## src/rtl/mem_access_ctrl.sv

```systemverilog
// -----------------------------------------------------------------------------
// mem_access_ctrl
//
// Memory-stage access controller placed in front of the lsu. It takes one
// byte/half/word load or store from the pipeline at a time and turns it into
// word-aligned lsu transactions with byte-lane masks. An access that crosses
// a word boundary is either split into two lsu beats (SPLIT_MISALIGNED=1) or
// rejected with err_o (SPLIT_MISALIGNED=0). Load data is realigned and sign-
// or zero-extended before it is handed back.
//
// Ports
//   clk_i, rst_i        clock (rising edge) and synchronous active-high reset
//   req_i               request valid, taken only while ready_o=1
//   we_i                1 = store, 0 = load
//   size_i              00 byte, 01 half, 10 word, 11 illegal
//   unsigned_i          zero-extend load data when 1
//   addr_i, wdata_i     byte address and right-aligned store value
//   ready_o             idle and able to accept a request
//   done_o, err_o       completion pulse, error flag (pulses with done_o)
//   rdata_o             extended load data, valid while done_o=1
//   lsu_read_o/_write_o read / write strobe to the lsu
//   lsu_we_o            byte-lane mask to the lsu
//   lsu_addr_o          word-aligned lsu address
//   lsu_data_o          lane-positioned store data
//   lsu_data_i          read word from the lsu
//   lsu_valid_i         lsu transaction complete
// -----------------------------------------------------------------------------
module mem_access_ctrl #(
    parameter logic SPLIT_MISALIGNED = 1'b1
) (
    input  logic        clk_i,
    input  logic        rst_i,
    input  logic        req_i,
    input  logic        we_i,
    input  logic [1:0]  size_i,
    input  logic        unsigned_i,
    input  logic [31:0] addr_i,
    input  logic [31:0] wdata_i,
    output logic        ready_o,
    output logic        done_o,
    output logic [31:0] rdata_o,
    output logic        err_o,
    output logic        lsu_read_o,
    output logic        lsu_write_o,
    output logic [3:0]  lsu_we_o,
    output logic [31:0] lsu_addr_o,
    output logic [31:0] lsu_data_o,
    input  logic [31:0] lsu_data_i,
    input  logic        lsu_valid_i
);

    typedef enum logic [1:0] {
        ST_IDLE  = 2'd0,
        ST_BEAT0 = 2'd1,
        ST_GAP   = 2'd2,
        ST_BEAT1 = 2'd3
    } state_t;

    state_t r_state, w_state_next;

    // Registered outputs
    logic        r_ready,      w_ready_next;
    logic        r_done,       w_done_next;
    logic        r_err,        w_err_next;
    logic [31:0] r_rdata,      w_rdata_next;
    logic        r_lsu_read,   w_lsu_read_next;
    logic        r_lsu_write,  w_lsu_write_next;
    logic [3:0]  r_lsu_we,     w_lsu_we_next;
    logic [31:0] r_lsu_addr,   w_lsu_addr_next;
    logic [31:0] r_lsu_data,   w_lsu_data_next;

    // Captured request context
    logic        r_we,         w_we_next;
    logic [1:0]  r_size,       w_size_next;
    logic        r_unsigned,   w_unsigned_next;
    logic [1:0]  r_off,        w_off_next;
    logic        r_split,      w_split_next;
    logic [31:0] r_data_hi,    w_data_hi_next;
    logic [3:0]  r_mask_hi,    w_mask_hi_next;
    logic [31:0] r_word0,      w_word0_next;

    // Request decode, evaluated on the incoming request
    logic [1:0]  w_off;
    logic [3:0]  w_base;
    logic [7:0]  w_mask8;
    logic        w_split;
    logic        w_reject;
    logic        w_accept;
    logic [63:0] w_wdata_sh;

    assign w_off = addr_i[1:0];

    always_comb begin
        case (size_i)
            2'b00:   w_base = 4'b0001;
            2'b01:   w_base = 4'b0011;
            default: w_base = 4'b1111;
        endcase
    end

    // Lanes above bit 3 of the 8-lane mask belong to the following word.
    assign w_mask8    = {4'b0000, w_base} << w_off;
    assign w_split    = |w_mask8[7:4];
    assign w_reject   = (size_i == 2'b11) || (w_split && !SPLIT_MISALIGNED);
    assign w_accept   = req_i && r_ready;
    assign w_wdata_sh = {32'h0, wdata_i} << {w_off, 3'b000};

    // Realign the merged {beat1, beat0} words and extend to 32 bits.
    function automatic logic [31:0] extend_load(
        input logic [63:0] merged,
        input logic [1:0]  off,
        input logic [1:0]  size,
        input logic        uns
    );
        logic [63:0] sh;
        sh = merged >> {off, 3'b000};
        case (size)
            2'b00:   extend_load = uns ? {24'h0, sh[7:0]}  : {{24{sh[7]}}, sh[7:0]};
            2'b01:   extend_load = uns ? {16'h0, sh[15:0]} : {{16{sh[15]}}, sh[15:0]};
            default: extend_load = sh[31:0];
        endcase
    endfunction

    always_comb begin
        w_state_next     = r_state;
        w_ready_next     = r_ready;
        w_done_next      = 1'b0;
        w_err_next       = 1'b0;
        w_rdata_next     = 32'h0;
        w_lsu_read_next  = r_lsu_read;
        w_lsu_write_next = r_lsu_write;
        w_lsu_we_next    = r_lsu_we;
        w_lsu_addr_next  = r_lsu_addr;
        w_lsu_data_next  = r_lsu_data;
        w_we_next        = r_we;
        w_size_next      = r_size;
        w_unsigned_next  = r_unsigned;
        w_off_next       = r_off;
        w_split_next     = r_split;
        w_data_hi_next   = r_data_hi;
        w_mask_hi_next   = r_mask_hi;
        w_word0_next     = r_word0;

        case (r_state)
            ST_IDLE: begin
                if (w_accept) begin
                    if (w_reject) begin
                        // Rejected requests never reach the lsu; controller stays idle.
                        w_done_next = 1'b1;
                        w_err_next  = 1'b1;
                    end else begin
                        w_state_next     = ST_BEAT0;
                        w_ready_next     = 1'b0;
                        w_lsu_read_next  = !we_i;
                        w_lsu_write_next = we_i;
                        w_lsu_addr_next  = {addr_i[31:2], 2'b00};
                        w_lsu_data_next  = we_i ? w_wdata_sh[31:0] : 32'h0;
                        w_lsu_we_next    = we_i ? w_mask8[3:0] : 4'b0000;
                        w_we_next        = we_i;
                        w_size_next      = size_i;
                        w_unsigned_next  = unsigned_i;
                        w_off_next       = w_off;
                        w_split_next     = w_split;
                        w_data_hi_next   = w_wdata_sh[63:32];
                        w_mask_hi_next   = w_mask8[7:4];
                    end
                end
            end

            ST_BEAT0: begin
                if (lsu_valid_i) begin
                    w_lsu_read_next  = 1'b0;
                    w_lsu_write_next = 1'b0;
                    w_word0_next     = lsu_data_i;
                    if (r_split) begin
                        w_state_next = ST_GAP;
                    end else begin
                        w_state_next = ST_IDLE;
                        w_ready_next = 1'b1;
                        w_done_next  = 1'b1;
                        w_rdata_next = r_we ? 32'h0
                                            : extend_load({32'h0, lsu_data_i}, r_off, r_size, r_unsigned);
                    end
                end
            end

            // One idle cycle so the lsu always sees strobes drop between beats.
            ST_GAP: begin
                w_state_next     = ST_BEAT1;
                w_lsu_read_next  = !r_we;
                w_lsu_write_next = r_we;
                w_lsu_addr_next  = r_lsu_addr + 32'd4;
                w_lsu_data_next  = r_we ? r_data_hi : 32'h0;
                w_lsu_we_next    = r_we ? r_mask_hi : 4'b0000;
            end

            ST_BEAT1: begin
                if (lsu_valid_i) begin
                    w_state_next     = ST_IDLE;
                    w_ready_next     = 1'b1;
                    w_done_next      = 1'b1;
                    w_lsu_read_next  = 1'b0;
                    w_lsu_write_next = 1'b0;
                    w_rdata_next     = r_we ? 32'h0
                                            : extend_load({lsu_data_i, r_word0}, r_off, r_size, r_unsigned);
                end
            end

            default: begin
                w_state_next = ST_IDLE;
            end
        endcase
    end

    always_ff @(posedge clk_i) begin
        if (rst_i) begin
            r_state     <= ST_IDLE;
            r_ready     <= 1'b1;
            r_done      <= 1'b0;
            r_err       <= 1'b0;
            r_rdata     <= 32'h0;
            r_lsu_read  <= 1'b0;
            r_lsu_write <= 1'b0;
            r_lsu_we    <= 4'b0000;
            r_lsu_addr  <= 32'h0;
            r_lsu_data  <= 32'h0;
            r_we        <= 1'b0;
            r_size      <= 2'b00;
            r_unsigned  <= 1'b0;
            r_off       <= 2'b00;
            r_split     <= 1'b0;
            r_data_hi   <= 32'h0;
            r_mask_hi   <= 4'b0000;
            r_word0     <= 32'h0;
        end else begin
            r_state     <= w_state_next;
            r_ready     <= w_ready_next;
            r_done      <= w_done_next;
            r_err       <= w_err_next;
            r_rdata     <= w_rdata_next;
            r_lsu_read  <= w_lsu_read_next;
            r_lsu_write <= w_lsu_write_next;
            r_lsu_we    <= w_lsu_we_next;
            r_lsu_addr  <= w_lsu_addr_next;
            r_lsu_data  <= w_lsu_data_next;
            r_we        <= w_we_next;
            r_size      <= w_size_next;
            r_unsigned  <= w_unsigned_next;
            r_off       <= w_off_next;
            r_split     <= w_split_next;
            r_data_hi   <= w_data_hi_next;
            r_mask_hi   <= w_mask_hi_next;
            r_word0     <= w_word0_next;
        end
    end

    assign ready_o     = r_ready;
    assign done_o      = r_done;
    assign err_o       = r_err;
    assign rdata_o     = r_rdata;
    assign lsu_read_o  = r_lsu_read;
    assign lsu_write_o = r_lsu_write;
    assign lsu_we_o    = r_lsu_we;
    assign lsu_addr_o  = r_lsu_addr;
    assign lsu_data_o  = r_lsu_data;

endmodule
```

## config.mk

```make
export PLATFORM = sky130hd
export DESIGN_NAME = mem_access_ctrl
export DESIGN_NICKNAME = d
export VERILOG_FILES = /design/src/rtl/mem_access_ctrl.sv
export SDC_FILE = /design/constraint.sdc
export NUM_CORES = 1
export LEC_CHECK = 0
export CAP_MARGIN = 40
export CORE_ASPECT_RATIO = 0.7
export CORE_MARGIN = 1
export CORE_UTILIZATION = 46
export DETAILED_ROUTE_END_ITERATION = 10
export PLACE_DENSITY_LB_ADDON = 0.3
export REMOVE_ABC_BUFFERS = 1
export SYNTH_ARGS = -nofsm -noshare
export SYNTH_HDL_FRONTEND = slang
export SYNTH_SLANG_ARGS = --single-unit
```

## constraint.sdc

```tcl
create_clock -name clk_i -period 1.91 [get_ports clk_i]
set_input_delay 0.382 -clock clk_i [delete_from_list [all_inputs] [get_ports clk_i]]
set_output_delay 0.382 -clock clk_i [all_outputs]
set_load 0.005 [all_outputs]
```

==> results.yml <==
status:
  status: "finished, final reports clean"
timing:
  tightest_slew_ps: 548.5
  hold_ws_ps: 363.5
  finalSetupViolations: 0
  finClkSkew_ps: 17.57
  finalCriticalPeriod_ps: 1900
  setup_tns_ps: 0
  post-route-period-util_pct: 99.46
  max_slew_margin_pct: 63.43
  hold_viol_final: 0
  rsz0062_at_grt: "yes"
  maxSlewViolCount: 0
  fmax_ghz: 0.5264
synthesis:
  synth_xor_area_share_pct: 0.4841
  ys_warn_count: 0
  yosys-top-cells-area: "dfxtp_1 38%, nand2_1 7.6%, a21oi_1 6.3%, mux2i_1 6.1%, nor2_1 4.9%"
  synth-compound-area-share_pct: 22.63
  synth-adder-area-share_pct: 0.1383
  syn_area_um2: 9046
  ys_seq_area_share_pct: 37.84
  ys_ff_latch: 171
  synth_top_area_cell: "dfxtp_1"
  synth_mux_area_share_pct: 11.44
  synth-edff-count: 0
  synth_top_family_by_area: "compound AO/OA/AOI/OAI gates"
  post-synth-top-area-fraction_pct: 37.84
  yosys.area_share.simple_pct: 22.10
  ys_types: 74
  postSynth.asyncResetShare_pct: 0
  synthCells: 1121
  synth_flop_cell: "dfxtp_1"
  syn_avg_cell_area_um2: 8.070
routing:
  detail-route-antenna-nets: 0
  wl_um: 30440
  drc: 0
  viasPerCell: 5.940
  drtIter0Drc: 1157
  vias: 9818
  routedWlPerCell_um: 18.41
  firstDrtPassIters: 6
place:
  gp_congestion: 0.9456
  place.port_buffers: 206
  dpl.hpwl_um: 21660
  dpl_cell_area_um2: 12110
setup_path:
  cp-endpoint: "lsu_addr_o[31]"
  startpoint_type: "register"
  cp_slowest_cell: "or4_4"
  path_depth: 5
  r2r-start: "lsu_addr_o[23]"
  cp-end-kind: "register"
  critPathTopFamily: "simple AND/OR/NAND/NOR gates"
  critical_path_class: "register to register"
  ff2ff_path_depth: 5
  path_buf_inv: 0
  r2r-end: "lsu_addr_o[31]"
  cp_cell_sequence: "nand2_1, nor4_4, nand4_2, or4_4, a311oi_2"
  crit_fanout: 6
  worstPathRequired_ps: 2240
  r2r_slack_ps: 10
  max_stage_delay_ps: 550
  critPathLaunch: "lsu_addr_o[23]"
  arrival_ps: 2230
global_route:
  gr-total-overflow: 0
  antenna_found_initial: 0
  grt_max_degree: 105
  grt_pass1_wl_um: 48500
  grt_pass1_vias: 9158
  track_usage_pct: 30.24
die:
  die_h_um: 119.3
  ios: 209
  die_x_um: 169.6
  fp.dieArea_um2: 20240
  coreArea_um2: 19080
  rows: 42
  start_util_pct: 47.42
pwr:
  p_comb_share_pct: 22.5
  vdd_drop_max_uv: 668.2
  p_clk_share_pct: 38.4
  netSwitchingPower_w: 0.002909
  p_int_w: 0.007313
  power_frac_seq_pct: 39.0
  swShare_pct: 28.46
  pwr_density_cell_nw_per_um2: 791.0
  leakagePower_nw: 4.691
finish:
  final_layout_size_suffix_gt1_share_pct: 18.07
  syn_to_final_growth_pct: 42.85
  layout.cells.most_common: "clkdlybuf4s50_1"
  nets: 1481
  insertedDiodeCount: 0
  fin_area_um2: 12920
  fillCellCount: 1544
  most-common-layout-cells: "204 x clkdlybuf4s50_1, 181 x nand2_1, 161 x dfxtp_1"
  fin_util_pct: 67.74
hold_path:
  hold_path.class: "primary input to register"
clock_tree:
  htree_levels: 4
  cts_buffers: 17
  clockBufferDepth: 2
  cts_tree: "built"
  clk_pin_slew_worst_paths_ps: 70
  insertion_delay_ps: 430
  cts.sinks: 171
  cts_hold_buf: 0
  root_buffer: "clkbuf_16"
run:
  cap_violations: 0
==> cells in the mapped netlist, types with 11 or more instances <==
master and count:
clkbuf_1 64, nor2_1 117, dfxtp_1 171, a221oi_1 30, buf_2 21, o21ai_0 21
nor3_1 41, mux2i_1 55, nand3_1 34, mux2_2 31, nand2_1 183, a22oi_1 11
a21oi_1 113, inv_1 14, a211oi_1 30
==> state kept, by name, summed over array words and instances, names as in the netlist, 2 cells and up <==
signal      flops
rdata_o        32
r_off           2
lsu_we_o        4
r_mask_hi       3
r_state         2
r_size          2
r_word0        32
lsu_addr_o     30
lsu_data_o     32
r_data_hi      24
==> layout make-up <==
type | count | area, um2 | share of cell area [%]
Clock buffer | 17 | 425.4 | 3.292
Inverter | 14 | 52.55 | 0.4067
Clock inverter | 15 | 234.0 | 1.811
Multi-Input combinational cell | 840 | 5263 | 40.72
Sequential cell | 171 | 3443 | 26.65
Tap cell | 264 | 330.3 | 2.556
Timing Repair Buffer | 332 | 3174 | 24.56
==> kinds of logic (layout without fill, tap and decap cells) <==
group,count (synthesis),in the layout
compound gates,303,303
xor+xnor,5,5
fa+ha+maj,1,1
buf+inv,112,378
flops,171,171
mux,92,92
other cells,1,2
simple gates,436,437
==> per-stage QoR <==
step	total power, W	worst slack [ps]	cells
final	0.01022	10.29	1653
after global routing	0.01063	-36.20	1653
after CTS	0.01019	12.01	1649
after detailed placement	0.006291	-418.7	1617
after global placement	0.006249	-377.8	1617
after floorplan	0.005009	-1978	1024
==> metal layers <==
layer / wire length [um] / share of wire (%) / up-vias / track usage, %
met3: 2924 / 9.6 / 35 / 5.882
met2: 13220 / 43 / 528 / 44.70
met5: 0 / 0 / - / 0
met4: 412 / 1.4 / 0 / 8.559
met1: 13880 / 46 / 4657 / 44.26
li1: - / - / 4598 / -
==> power by group through the flow <==
stage | registers, W | logic [W] | clock network (W)
5_1_grt | 0.00401 | 0.00249 | 0.00413
2_1_floorplan | 0.00411 | 0.000903 | 0
3_3_place_gp | 0.00405 | 0.00220 | 0
6_report | 0.00399 | 0.00230 | 0.00393
3_5_place_dp | 0.00405 | 0.00224 | 0
4_1_cts | 0.00398 | 0.00226 | 0.00396
==> worst min-delay path by stage <==
stage / startpoint / end / slack (ps) / depth (start not counted)
final: rst_i / lsu_addr_o[28] / 360 / 4
after global routing: rst_i / lsu_addr_o[28] / 370 / 4
after CTS: rst_i / lsu_addr_o[28] / 360 / 4
after detailed placement: r_word0[5] / r_word0[5] / 450 / 2
after global placement: r_data_hi[8] / r_data_hi[8] / 440 / 2
after floorplan: r_data_hi[16] / r_data_hi[16] / 430 / 2
==> worst register-to-register path, delay by kind of cell, from the launching register on <==
| family | cells | cell delay (ps) |
|---|---|---|
| AOI/OAI and AO/OA | 1 | 220 |
| DFF | 1 | 390 |
| and+or+nand+nor | 4 | 1200 |
==> timing repair <==
item,in CTS,in global routing
gates cloned,0,1
endpoints found under the hold margin,0,0
buffers inserted,0,3
resized for setup,8,28
pin swaps,1,7
endpoints found under the setup margin,17,35
(Power assumes the default switching activity.)
